===== src/rtl/pad_input_conditioner.sv =====
`default_nettype none
// ============================================================================
// Module      : pad_input_conditioner
// Description : Conditions asynchronous pad inputs for the SoC clock domain.
//               UART RX goes through a plain synchroniser. GPIO inputs are
//               synchronised, glitch-filtered on a prescaled sample tick, and
//               latched into sticky rise/fall flags that drive a level IRQ.
// Revision    : 1.0 - initial release
// ============================================================================
module pad_input_conditioner #(
    parameter int N_GPIO      = 32,
    parameter int SYNC_STAGES = 2,
    parameter int FILT_DIV    = 16,
    parameter int FILT_LEN    = 3
) (
    input  logic              clk,
    input  logic              reset_n,
    input  logic              i_uart_rx_pad,
    output logic              o_uart_rx,
    input  logic [N_GPIO-1:0] i_gpio_pad,
    input  logic [N_GPIO-1:0] i_gpio_oen,
    output logic [N_GPIO-1:0] o_gpio,
    output logic [N_GPIO-1:0] o_rise,
    output logic [N_GPIO-1:0] o_fall,
    input  logic [N_GPIO-1:0] i_clr_rise,
    input  logic [N_GPIO-1:0] i_clr_fall,
    output logic              o_irq
);

    // Prescaler needs at least one bit even when every cycle is a tick.
    localparam int c_DIV_W = (FILT_DIV > 1) ? $clog2(FILT_DIV) : 1;
    localparam int c_CNT_W = $clog2(FILT_LEN) + 1;

    localparam logic [c_DIV_W-1:0] c_DIV_LAST = c_DIV_W'(FILT_DIV - 1);
    localparam logic [c_CNT_W-1:0] c_CNT_LAST = c_CNT_W'(FILT_LEN - 1);

    logic [SYNC_STAGES-1:0] r_uart_sync;
    logic [N_GPIO-1:0]      r_gpio_sync [SYNC_STAGES];
    logic [c_DIV_W-1:0]     r_presc;
    logic [c_CNT_W-1:0]     r_cnt [N_GPIO];
    logic [N_GPIO-1:0]      r_gpio;
    logic [N_GPIO-1:0]      r_rise;
    logic [N_GPIO-1:0]      r_fall;

    logic                   w_tick;
    logic [N_GPIO-1:0]      w_sync;
    logic [N_GPIO-1:0]      w_differ;
    logic [N_GPIO-1:0]      w_accept;
    logic [N_GPIO-1:0]      w_set_rise;
    logic [N_GPIO-1:0]      w_set_fall;

    // UART RX synchroniser; resets to the idle-high line level.
    always_ff @(posedge clk or negedge reset_n) begin
        if (!reset_n) begin
            r_uart_sync <= '1;
        end else begin
            r_uart_sync <= {r_uart_sync[SYNC_STAGES-2:0], i_uart_rx_pad};
        end
    end

    // GPIO synchroniser chains, one vector per stage.
    always_ff @(posedge clk or negedge reset_n) begin
        if (!reset_n) begin
            for (int i = 0; i < SYNC_STAGES; i++) begin
                r_gpio_sync[i] <= '0;
            end
        end else begin
            r_gpio_sync[0] <= i_gpio_pad;
            for (int i = 1; i < SYNC_STAGES; i++) begin
                r_gpio_sync[i] <= r_gpio_sync[i-1];
            end
        end
    end

    // Filter sample prescaler: free-running 0..FILT_DIV-1.
    always_ff @(posedge clk or negedge reset_n) begin
        if (!reset_n) begin
            r_presc <= '0;
        end else if (w_tick) begin
            r_presc <= '0;
        end else begin
            r_presc <= r_presc + 1'b1;
        end
    end

    // A new level is accepted only on the tick that completes a full run of
    // disagreeing samples; the flag set terms fall out of the same condition.
    always_comb begin
        w_tick     = (r_presc == c_DIV_LAST);
        w_sync     = r_gpio_sync[SYNC_STAGES-1];
        w_differ   = w_sync ^ r_gpio;
        w_accept   = '0;
        for (int k = 0; k < N_GPIO; k++) begin
            w_accept[k] = w_tick & w_differ[k] & (r_cnt[k] == c_CNT_LAST);
        end
        w_set_rise = w_accept &  w_sync & i_gpio_oen;
        w_set_fall = w_accept & ~w_sync & i_gpio_oen;
    end

    // Per-pin stability counters and filtered level; an agreeing tick or an
    // acceptance restarts the count, so it never passes FILT_LEN-1.
    always_ff @(posedge clk or negedge reset_n) begin
        if (!reset_n) begin
            for (int k = 0; k < N_GPIO; k++) begin
                r_cnt[k] <= '0;
            end
            r_gpio <= '0;
        end else begin
            if (w_tick) begin
                for (int k = 0; k < N_GPIO; k++) begin
                    if (!w_differ[k] || w_accept[k]) begin
                        r_cnt[k] <= '0;
                    end else begin
                        r_cnt[k] <= r_cnt[k] + 1'b1;
                    end
                end
            end
            r_gpio <= r_gpio ^ w_accept;
        end
    end

    // Sticky edge flags; a set in the same cycle as a clear takes priority.
    always_ff @(posedge clk or negedge reset_n) begin
        if (!reset_n) begin
            r_rise <= '0;
            r_fall <= '0;
        end else begin
            r_rise <= w_set_rise | (r_rise & ~i_clr_rise);
            r_fall <= w_set_fall | (r_fall & ~i_clr_fall);
        end
    end

    assign o_uart_rx = r_uart_sync[SYNC_STAGES-1];
    assign o_gpio    = r_gpio;
    assign o_rise    = r_rise;
    assign o_fall    = r_fall;
    assign o_irq     = |(r_rise | r_fall);

endmodule
`default_nettype wire

===== config.mk =====
export PLATFORM = sky130hd
export DESIGN_NAME = pad_input_conditioner
export DESIGN_NICKNAME = d
export VERILOG_FILES = /design/src/rtl/pad_input_conditioner.sv
export SDC_FILE = /design/constraint.sdc
export NUM_CORES = 1
export LEC_CHECK = 0
export ABC_AREA = 1
export CORE_AREA = 3 3 167 169
export CTS_CLUSTER_SIZE = 14
export DETAILED_ROUTE_END_ITERATION = 10
export DIE_AREA = 0 0 170 172
export GPL_ROUTABILITY_DRIVEN = 1
export PLACE_DENSITY = 0.75
export SLEW_MARGIN = 20
export SYNTH_ARGS = -nofsm -noshare
export SYNTH_HDL_FRONTEND = slang
export SYNTH_SLANG_ARGS = --single-unit

===== constraint.sdc =====
create_clock -name clk -period 2.9 [get_ports clk]
set_input_delay 0.58 -clock clk [delete_from_list [all_inputs] [get_ports clk]]
set_output_delay 0.58 -clock clk [all_outputs]
set_load 0.02 [all_outputs]

# [Yosys cells after proc, flatten, opt, wreduce, memory -nomap -nowiden]
# Index checks and enable logic that the tools add are counted.
[totals] output_inout_bits=98 reg_bits=262 wordCells=281 in_bits=131
[op_classes] muxes=33 bitwise_logic=78 reduce_logical=65 n_eq_ne=33 n_addsub=33
[ops] op="AND 32 bit" n=6
[ops] op="adder 3 x 1 -> 3 bit, second input constant" n=32
[ops] op="equality test 3 x 2 -> 1 bit, second input constant" n=32
[ops] op="two-way mux 3 bit" n=32
[ops] op="inverter 32 bit" n=3
[ops] op="bitwise OR 32 bit" n=3
[ops] op="AND 1 bit" n=64
[ops] op="XOR 32 bit" n=2
[ops] op="logical NOT 1 bit" n=32
[ops] op="logical OR 1 bit" n=32
[ops] op="OR reduction 32 bit" n=1
[ops] op="adder 4 x 1 -> 4 bit, second input constant" n=1
[ops] op="equality test 4 bit, second input constant" n=1
[ops] op="two-way mux 4 bit" n=1

# [Depth between registers and ports, before layout]
# Gate-level depths: netlist of run 1.
[depth] word_depth=6 mapped_depth=8 mapped_depth_nobuf=7

# [Worst setup path after synthesis of run 1]
# OpenSTA, ideal clock, no wires.
[synth_timing] path_type="register to output" from="register r_rise[1] (netlist: o_rise[1])" to="output o_irq" stages_incl_launch_ff=7 required_ns=2.320 n_path_buf=0 path_slack_ns=1.337 t_arrival_ns=0.983 path_cell_list="dfrtp_1 nor2_1 nand2_1 nor2_1 nand2_1 nor2_1 nand2_1"
[synth_via] elab_chain_len=2
[synth_lines] item="from (decl)" line="42" source="logic [N_GPIO-1:0] r_rise;"
[synth_lines] item="from (signal assigned)" line="128" source="r_rise <= w_set_rise | (r_rise & ~i_clr_rise);"
[synth_lines] item="bitwise OR 32 bit" line="137" source="assign o_irq = |(r_rise | r_fall);"
[synth_lines] item="OR reduction 32 bit" line="137"
[synth_lines] item="to (decl)" line="27" source="output logic o_irq"
# Every way passes these cells.

# [Final worst setup path of run 1]
[layout_timing] from="register r_fall[16] (netlist: o_fall[16])" to="output o_irq"
[layout_via] elab_chain_len=2
[layout_lines] item="from (decl)" line="43" source="logic [N_GPIO-1:0] r_fall;"
[layout_lines] item="from (signal assigned)" line="129" source="r_fall <= w_set_fall | (r_fall & ~i_clr_fall);"
[layout_lines] item="bitwise OR 32 bit" line="137"
[layout_lines] item="OR reduction 32 bit" line="137"
# Every way passes these cells.

==> out/summary.md, run 1 <==
## Cells and area
• layout overhead on the synthesized area: 31.0%
• leading cell type in the layout, fill and taps excluded: dfrtp_1
• Fillers: 2235
• fraction of layout instances using a drive strength above 1: 6.02%
• highest-count cells in the layout ignoring fill and taps: dfrtp_1, clkdlybuf4s50_1, inv_1
• nets@finish: 1705

## Setup path
• standard cell with the maximum stage delay on the critical path: dfrtp_1
• Required @ worst endpoint: 2.32 ns
• kind of launch point of the worst setup path: flop
• kind of end point of the critical path: output pin
• signal arrival time at the worst endpoint: 1.84 ns
• reg-to-reg critical path endpoint: o_rise[9]
• delay of the slowest cell on the worst path: 0.40 ns
• source of the worst register-to-register timing path: r_presc[0]
• path type of the worst setup path: reg2out
• cells along the critical path: nor2_1 > nand2_1 > nor2_1 > nand2_1 > nor2_1 > nand2_1 > dlymetal6s2s_1
• count of cells along the worst register-to-register path: 6
• biggest fanout along the worst timing path: 3
• reg2reg setup slack: 1.10 ns

## Route
• average vias per placed instance: 4.89
• Routed Wire Length: 27.0 mm
• detailed-router iteration count before antenna repair: 4
• number of DRC markers after the initial detailed-route iteration: 521
• post-route ant nets: 0
• count of vias placed by the detailed router: 9161
• average detailed-routed wire length per instance: 14.4 µm
• DRC: 0

## STA
• actual slew at the worst max-slew pin: 0.640 ns
• number of pins exceeding their max-slew limit in the final report: 0
• worst slew slack as a fraction of its limit: 57.3%
• RSZ-0062 raised after global routing: no
• number of endpoints with negative hold slack in the final report: 0
• number of endpoints failing setup at the final stage: 0
• final cycle utilization of the critical path: 83.4%
• fmax: 413 MHz
• Layout Skew: 0.00958 ns
• setup TNS: 0 ns
• fin crit period: 2.42 ns
• worst hold margin: 0.0333 ns

## Floorplanning
• effective utilization at floorplan: 44.7%
• die width: 170 µm
• number of top-level pins: 229
• full die area: 29200 µm²
• Vert. Die Dim: 172 µm
• standard-cell row count: 60
• CORE AREA: 26700 µm²

## Clocking
• Clock Pin Slew Worst Setup and Hold Paths: 0.06 ns
• total number of H-tree levels: 1
• Clk Latency, worst-skew pair: 0.53 ns
• Post-CTS Setup Bufs: 0
• clock buffers created by TritonCTS: 29
• number of clock sinks: 262
• clock root cell: clkbuf_16
• TritonCTS clock tree: built
• buffer levels on the longest clock path: 3

## Logic synthesis
• top cells by area in the synthesized netlist: dfrtp_1, inv_1, nand2_1
• number of instances in the synthesized netlist: 1267
• most used flip-flop cell after synthesis: dfrtp_1
• Synth Net Count: 1463
• netlist area before placement: 11900 µm²
• sequential element share of the synthesized area: 54.9%
• unique cell type count in the Yosys netlist: 22
• area fraction of the dominant cell type after synthesis: 54.5%
• number of enable-type register cells in the synthesized netlist: 0
• fraction of registers with async set/reset: 100%
• Post-Synthesis Mean Instance Area: 9.43 µm²
• count of state elements after synthesis: 262
• most area-hungry cell type in the Yosys netlist: dfrtp_1
• count of synthesis-stage warnings from yosys: 0

## Placed design
• RePlAce Congestion: 0.790
• number of input and output port buffers inserted: 228
• HPWL Detailed: 19.5 mm

## Global route
• vias in the first global route: 9239
• number of antenna violations at the first check in global routing: 2
• global-route wire length before repair: 43.8 mm
• grt total ovfl: 0
• total routing resource utilization after global routing: 18.1%
• pin count of the biggest net entering global routing: 89

## Power
• P per Cell Area: 540 nW/µm²
• Static Leakage: 7.72 nW
• peak supply drop: 0.420 mV

## Run
• reported max-cap violation count: 0

## Min path
• worst min path class: in2async

## Run status
• run status: completed

## Yosys cell counts, drive strengths merged, types with 10 or more instances
master  number
inv        225
or2         31
nand3       10
dfrtp      260
o22ai       58
ha          65
buf         19
nor2       106
nand4       95
o21ai       71
o21bai      26
xor2        64
nand2      224
## state kept, by name (all words and copies together) (netlist names)
name         count
r_presc          4
r_uart_sync      2
o_rise          32
o_fall          32
w_sync          32
r_gpio_sync     32
r_cnt           96
o_gpio          32
## per-layer routing
layer  part of all wire [%]  vias to the layer above  global-route usage, %
met4                    2.1                        0                   5.15
met1                     43                     4366                   23.3
met3                    5.1                       43                   3.52
met5                      0                        -                      0
met2                     50                      180                   31.4
li1                       -                     4572                      -
## cells by family (layout without fill, tap and decap cells)
| logic type | count (synthesis) | in the layout | share of synthesized area [%] |
|---|---|---|---|
| compound gates | 159 | 159 | 7.83 |
| other cells | 0 | 3 | 0 |
| flops | 262 | 262 | 54.9 |
| xor+xnor | 64 | 64 | 4.69 |
| fa+ha+maj | 65 | 65 | 6.81 |
| simple gates | 467 | 467 | 17.5 |
| buf+inv | 250 | 512 | 8.30 |
## cell type report
class                      instances  area [µm²]  share of cell area [%]
antenna                            3        7.51                  0.0480
clock buffer                      37         806                    5.15
clock inverter                    14         174                    1.11
inverter                         225         845                    5.40
multi-input combinational        755        4410                    28.2
sequential                       262        6560                    41.9
tap                              341         427                    2.73
timing repair buffer             236        2420                    15.5
## worst max-delay path by stage
stage | start | end | slack [ns]
after floorplan | o_rise[1] | o_irq | 1.34
after global placement | o_fall[24] | o_irq | 0.67
after detailed placement | o_fall[24] | o_irq | 0.66
after CTS | o_fall[24] | o_irq | 0.08
after global routing | o_rise[5] | o_irq | 0.31
final | o_fall[16] | o_irq | 0.48
## power breakdown
| group | total, mW | switching (mW) | internal [mW] |
|---|---|---|---|
| clock network | 3.76 | 1.46 | 2.30 |
| logic | 0.786 | 0.395 | 0.391 |
| registers | 3.90 | 0.103 | 3.80 |
| total | 8.45 | 1.96 | 6.49 |
## through the flow
step                      total power [mW]  util, %  cells  area [µm²]  setup slack, ns
after floorplan                       4.33        -   1267       11900             1.34
after global placement                4.73     54.9   1819       14700            0.669
after detailed placement              4.76     54.9   1819       14700            0.662
after CTS                             8.56     58.5   1870       15600           0.0759
after global routing                  8.82     58.6   1873       15600            0.308
final                                 8.45     58.6   1873       15600            0.481
## worst max-delay path: cells and delay by family, from the launching register on
family | cells | cell delay (ns)
simple gates | 6 | 0.69
buf+inv | 1 | 0.23
flops | 1 | 0.40
## repair_timing
action / 4_1_cts / 5_1_grt
hold buffers: 0 / 0
hold endpoints to repair: 0 / 0
endpoints found under the setup margin: 0 / 1
resized for setup: 0 / 1
Power figures use the tool's default switching activity.
==> inputs of run 2 (changes only) <==
clock period = 2.3 ns   (was 2.9 ns; I/O delays follow)
==> out/summary.md, run 2 (same netlist as run 1, synthesis figures left out) <==
## Setup path
• kind of launch point of the worst setup path: flop
• Required @ worst endpoint: 1.84 ns
• biggest fanout along the worst timing path: 3
• path type of the worst setup path: reg2out
• kind of end point of the critical path: output pin
• signal arrival time at the worst endpoint: 1.72 ns

## Route
• detailed-router iteration count before antenna repair: 4
• count of vias placed by the detailed router: 9184
• number of DRC markers after the initial detailed-route iteration: 428
• Routed Wire Length: 27.2 mm
• average detailed-routed wire length per instance: 14.5 µm
• DRC: 0
• post-route ant nets: 0
• average vias per placed instance: 4.90

## Clocking
• number of clock sinks: 262
• total number of H-tree levels: 1
• TritonCTS clock tree: built
• Clk Latency, worst-skew pair: 0.53 ns
• Clock Pin Slew Worst Setup and Hold Paths: 0.06 ns
• clock root cell: clkbuf_16
• clock buffers created by TritonCTS: 28
• buffer levels on the longest clock path: 3

## STA
• number of pins exceeding their max-slew limit in the final report: 0
• number of endpoints failing setup at the final stage: 0
• worst slew slack as a fraction of its limit: 66.2%
• RSZ-0062 raised after global routing: no
• final cycle utilization of the critical path: 94.9%
• actual slew at the worst max-slew pin: 0.507 ns
• setup TNS: 0 ns
• Layout Skew: 0.00944 ns
• fmax: 458 MHz
• number of endpoints with negative hold slack in the final report: 0
• fin crit period: 2.18 ns

## Floorplanning
• full die area: 29200 µm²
• CORE AREA: 26700 µm²
• number of top-level pins: 229
• standard-cell row count: 60
• Vert. Die Dim: 172 µm
• effective utilization at floorplan: 44.7%
• die width: 170 µm

## Cells and area
• Largest register FFs: 96
• fraction of layout instances using a drive strength above 1: 6.98%
• highest-count cells in the layout ignoring fill and taps: dfrtp_1, clkdlybuf4s50_1, inv_1
• leading cell type in the layout, fill and taps excluded: dfrtp_1
• nets@finish: 1706
• final non-filler cell area: 15800 µm²
• Top reg by flops: r_cnt
• Fillers: 2198
• layout overhead on the synthesized area: 32.1%
• diodes inserted: 0

## Global route
• global-route wire length before repair: 44.4 mm
• number of antenna violations at the first check in global routing: 0
• pin count of the biggest net entering global routing: 89
• grt total ovfl: 0
• total routing resource utilization after global routing: 18.4%
• vias in the first global route: 9264

## Placed design
• RePlAce Congestion: 0.770
• number of input and output port buffers inserted: 228
• HPWL Detailed: 19.7 mm
• cell area after placement: 14700 µm²

## Power
• Static Leakage: 7.77 nW
• peak supply drop: 0.419 mV
• P per Cell Area: 698 nW/µm²

## Run status
• run status: completed

## Min path
• worst min path class: in2reg

## Run
• reported max-cap violation count: 0

-- run 2: cell types whose count changed in the layout (fill, tap and decap cells not counted), sizes merged --
cell,delta
bufinv,+3
clkinv,-3
diode,-3
buf,+2
clkbuf,+2
dlygate4sd3,+1
dlymetal6s2s,-1
inv,-1
-- run 2: report_power, final --
| group | switching (mW) | leakage (nW) | internal [mW] |
|---|---|---|---|
| Clock | 1.81 | 0.534 | 3.30 |
| Sequential | 0.130 | 3.42 | 4.79 |
| Combinational | 0.500 | 3.82 | 0.495 |
-- run 2: metal layers --
metal | track usage, % | routed length [µm] | vias to the layer above
met2 | 32.7 | 13600 | 179
met4 | 5.01 | 699 | 0
met3 | 3.64 | 1430 | 48
li1 | - | - | 4568
met1 | 23.0 | 11500 | 4389
met5 | 0 | 0 | -
-- run 2: what timing repair did --
| action | CTS | global route |
|---|---|---|
| gates cloned | 0 | 0 |
| gates resized for setup | 10 | 8 |
| pin swaps | 0 | 2 |
| hold endpoints to repair | 55 | 0 |
| setup buffers | 0 | 1 |
| endpoints found under the setup margin | 1 | 1 |
| hold buffers | 1 | 0 |
-- run 2: per-stage QoR --
stage               instances  total power [mW]  utilization (%)  hold slack (ns)  setup WS (ns)
floorplan                1267              5.46                -            0.164          0.857
global placement         1819              5.97             54.9            0.332          0.186
detailed placement       1819              6.00             54.9            0.335          0.175
CTS                      1872              11.1             58.9            0.309         0.0677
global route             1873              11.5             59.0            0.323        0.00283
finish                   1873              11.0             59.0            0.333          0.117
-- run 2: critical path, stage by stage, from the launching register on --
cell and delay, ns:
dfrtp_1 0.40, nor2_1 0.13, nand2_1 0.10, nor2_2 0.17, nand2_1 0.08, nor2_1 0.08
nand2_1 0.06, buf_2 0.17
-- run 2: path summary, 6_finish.rpt --
check,to,from,depth (start not counted),slack [ns]
setup / recovery,o_irq,o_rise[19],7,0.12
setup reg to reg,o_gpio[9],r_presc[0],7,0.52
min in group asynchronous,r_cnt[4],reset_n,2,0.47
hold reg to reg,w_sync[5],r_gpio_sync[37],0,0.35
max in group asynchronous,o_gpio[20],reset_n,3,1.14
hold / removal,r_uart_sync[0],i_uart_rx_pad,1,0.33
-- run 2: area by class of cell --
class | count | area, µm² | share of cell area [%]
Multi-Input combinational cell | 755 | 4440 | 28.1
Clock inverter | 13 | 240 | 1.52
Inverter | 225 | 845 | 5.35
Timing Repair Buffer | 238 | 2430 | 15.4
Clock buffer | 39 | 833 | 5.28
Sequential cell | 262 | 6560 | 41.6
Tap cell | 341 | 427 | 2.70
==> inputs of run 3 (changes only) <==
CORE_AREA = 2 2 166 168   (was 3 3 167 169)
DIE_AREA = 0 0 168 170   (was 0 0 170 172)
TNS_END_PERCENT = 5   (was unset)
==> out/summary.md, run 3 (same netlist as run 1, synthesis figures left out) <==
## STA
• final cycle utilization of the critical path: 94.9%
• number of pins exceeding their max-slew limit in the final report: 0
• setup TNS: 0 ns
• worst hold margin: 0.346 ns
• Final Worst Setup Slack: 0.117 ns
• fin crit period: 2.18 ns
• Layout Skew: 0.0121 ns
• fmax: 458 MHz
• number of endpoints with negative hold slack in the final report: 0
• worst slew slack as a fraction of its limit: 60.0%
• number of endpoints failing setup at the final stage: 0
• actual slew at the worst max-slew pin: 0.600 ns

## Floorplanning
• effective utilization at floorplan: 44.8%
• standard-cell row count: 60
• full die area: 28600 µm²
• CORE AREA: 26700 µm²
• die width: 168 µm
• Vert. Die Dim: 170 µm
• number of top-level pins: 229

## Clocking
• total number of H-tree levels: 1
• Post-CTS Setup Bufs: 0
• number of clock sinks: 262
• buffer levels on the longest clock path: 3
• clock buffers created by TritonCTS: 30
• Clock Pin Slew Worst Setup and Hold Paths: 0.06 ns
• TritonCTS clock tree: built
• Clk Latency, worst-skew pair: 0.54 ns
• clock root cell: clkbuf_16

## Cells and area
• highest-count cells in the layout ignoring fill and taps: dfrtp_1, clkdlybuf4s50_1, inv_1
• final standard cell utilization of the core: 59.1%
• layout overhead on the synthesized area: 31.9%
• leading cell type in the layout, fill and taps excluded: dfrtp_1
• diodes inserted: 0
• count of placed standard cells in the final layout, fillers left out: 1874
• nets@finish: 1708
• final non-filler cell area: 15800 µm²
• Top reg by flops: r_cnt
• Largest register FFs: 96
• fraction of layout instances using a drive strength above 1: 7.05%

## Run status
• run status: completed

## Route
• average vias per placed instance: 4.91
• Routed Wire Length: 27.0 mm
• post-route ant nets: 0
• average detailed-routed wire length per instance: 14.4 µm
• count of vias placed by the detailed router: 9203
• detailed-router iteration count before antenna repair: 5
• DRC: 0
• number of DRC markers after the initial detailed-route iteration: 566

## Global route
• global-route wire length before repair: 44.5 mm
• grt total ovfl: 0
• pin count of the biggest net entering global routing: 92
• total routing resource utilization after global routing: 18.9%
• vias in the first global route: 9206
• number of antenna violations at the first check in global routing: 0

## Placed design
• cell area after placement: 14700 µm²
• worst slack, placed: 0.160 ns
• number of input and output port buffers inserted: 228
• RePlAce Congestion: 0.817
• HPWL Detailed: 19.2 mm
• cell count after placement: 1820

## Min path
• number of instances on the worst hold path: 0
• worst min path class: reg2reg

## Power
• Static Leakage: 7.76 nW
• overall power consumption: 10.9 mW
• peak supply drop: 0.678 mV
• P per Cell Area: 690 nW/µm²

## Setup path
• signal arrival time at the worst endpoint: 1.72 ns
• reg2reg setup slack: 0.53 ns
• biggest fanout along the worst timing path: 3
• kind of end point of the critical path: output pin
• path type of the worst setup path: reg2out
• count of cells along the worst register-to-register path: 6
• Required @ worst endpoint: 1.84 ns
• kind of launch point of the worst setup path: flop

## Run
• reported max-cap violation count: 0

## run 3: area by class of cell
class	count	area, µm²
Clock buffer	44	925
Clock inverter	9	129
Fill cell	2213	10900
Inverter	225	845
Multi-Input combinational cell	755	4440
Sequential cell	262	6560
Tap cell	341	427
Timing Repair Buffer	238	2430
## run 3: power by group
| group | internal [mW] | total, mW | switching [mW] |
|---|---|---|---|
| clock network | 3.10 | 4.96 | 1.86 |
| logic | 0.497 | 1.00 | 0.503 |
| registers | 4.79 | 4.92 | 0.132 |
| total | 8.39 | 10.9 | 2.49 |
## run 3: what timing repair did
item	CTS	global route
pin swaps	0	4
resized for setup	11	7
hold endpoints to repair	41	0
setup endpoints to repair	1	1
hold buffers	1	0
## run 3: routing by layer
layer / vias up / global-route usage [%] / wire [µm]
met1: 4409 / 24.0 / 11700
met2: 186 / 33.4 / 13300
met5: - / 0 / 0
li1: 4567 / - / -
met3: 41 / 3.84 / 1370
met4: 0 / 4.54 / 563
## run 3: final timing paths
path | to | from
worst max-delay path | o_irq | o_fall[16]
worst min-delay path | w_sync[14] | r_gpio_sync[46]
worst max register to register | o_rise[10] | r_presc[0]
worst min register to register | w_sync[14] | r_gpio_sync[46]
max in group asynchronous | o_rise[22] | reset_n
min in group asynchronous | r_cnt[8] | reset_n
## run 3: critical path, cell delays in order (launching register included)
cell and delay [ns]:
dfrtp_1 0.40, nor2_2 0.13, nand2_1 0.11, nor2_4 0.14, nand2_1 0.09, nor2_1 0.09
nand2_1 0.05, buf_2 0.16
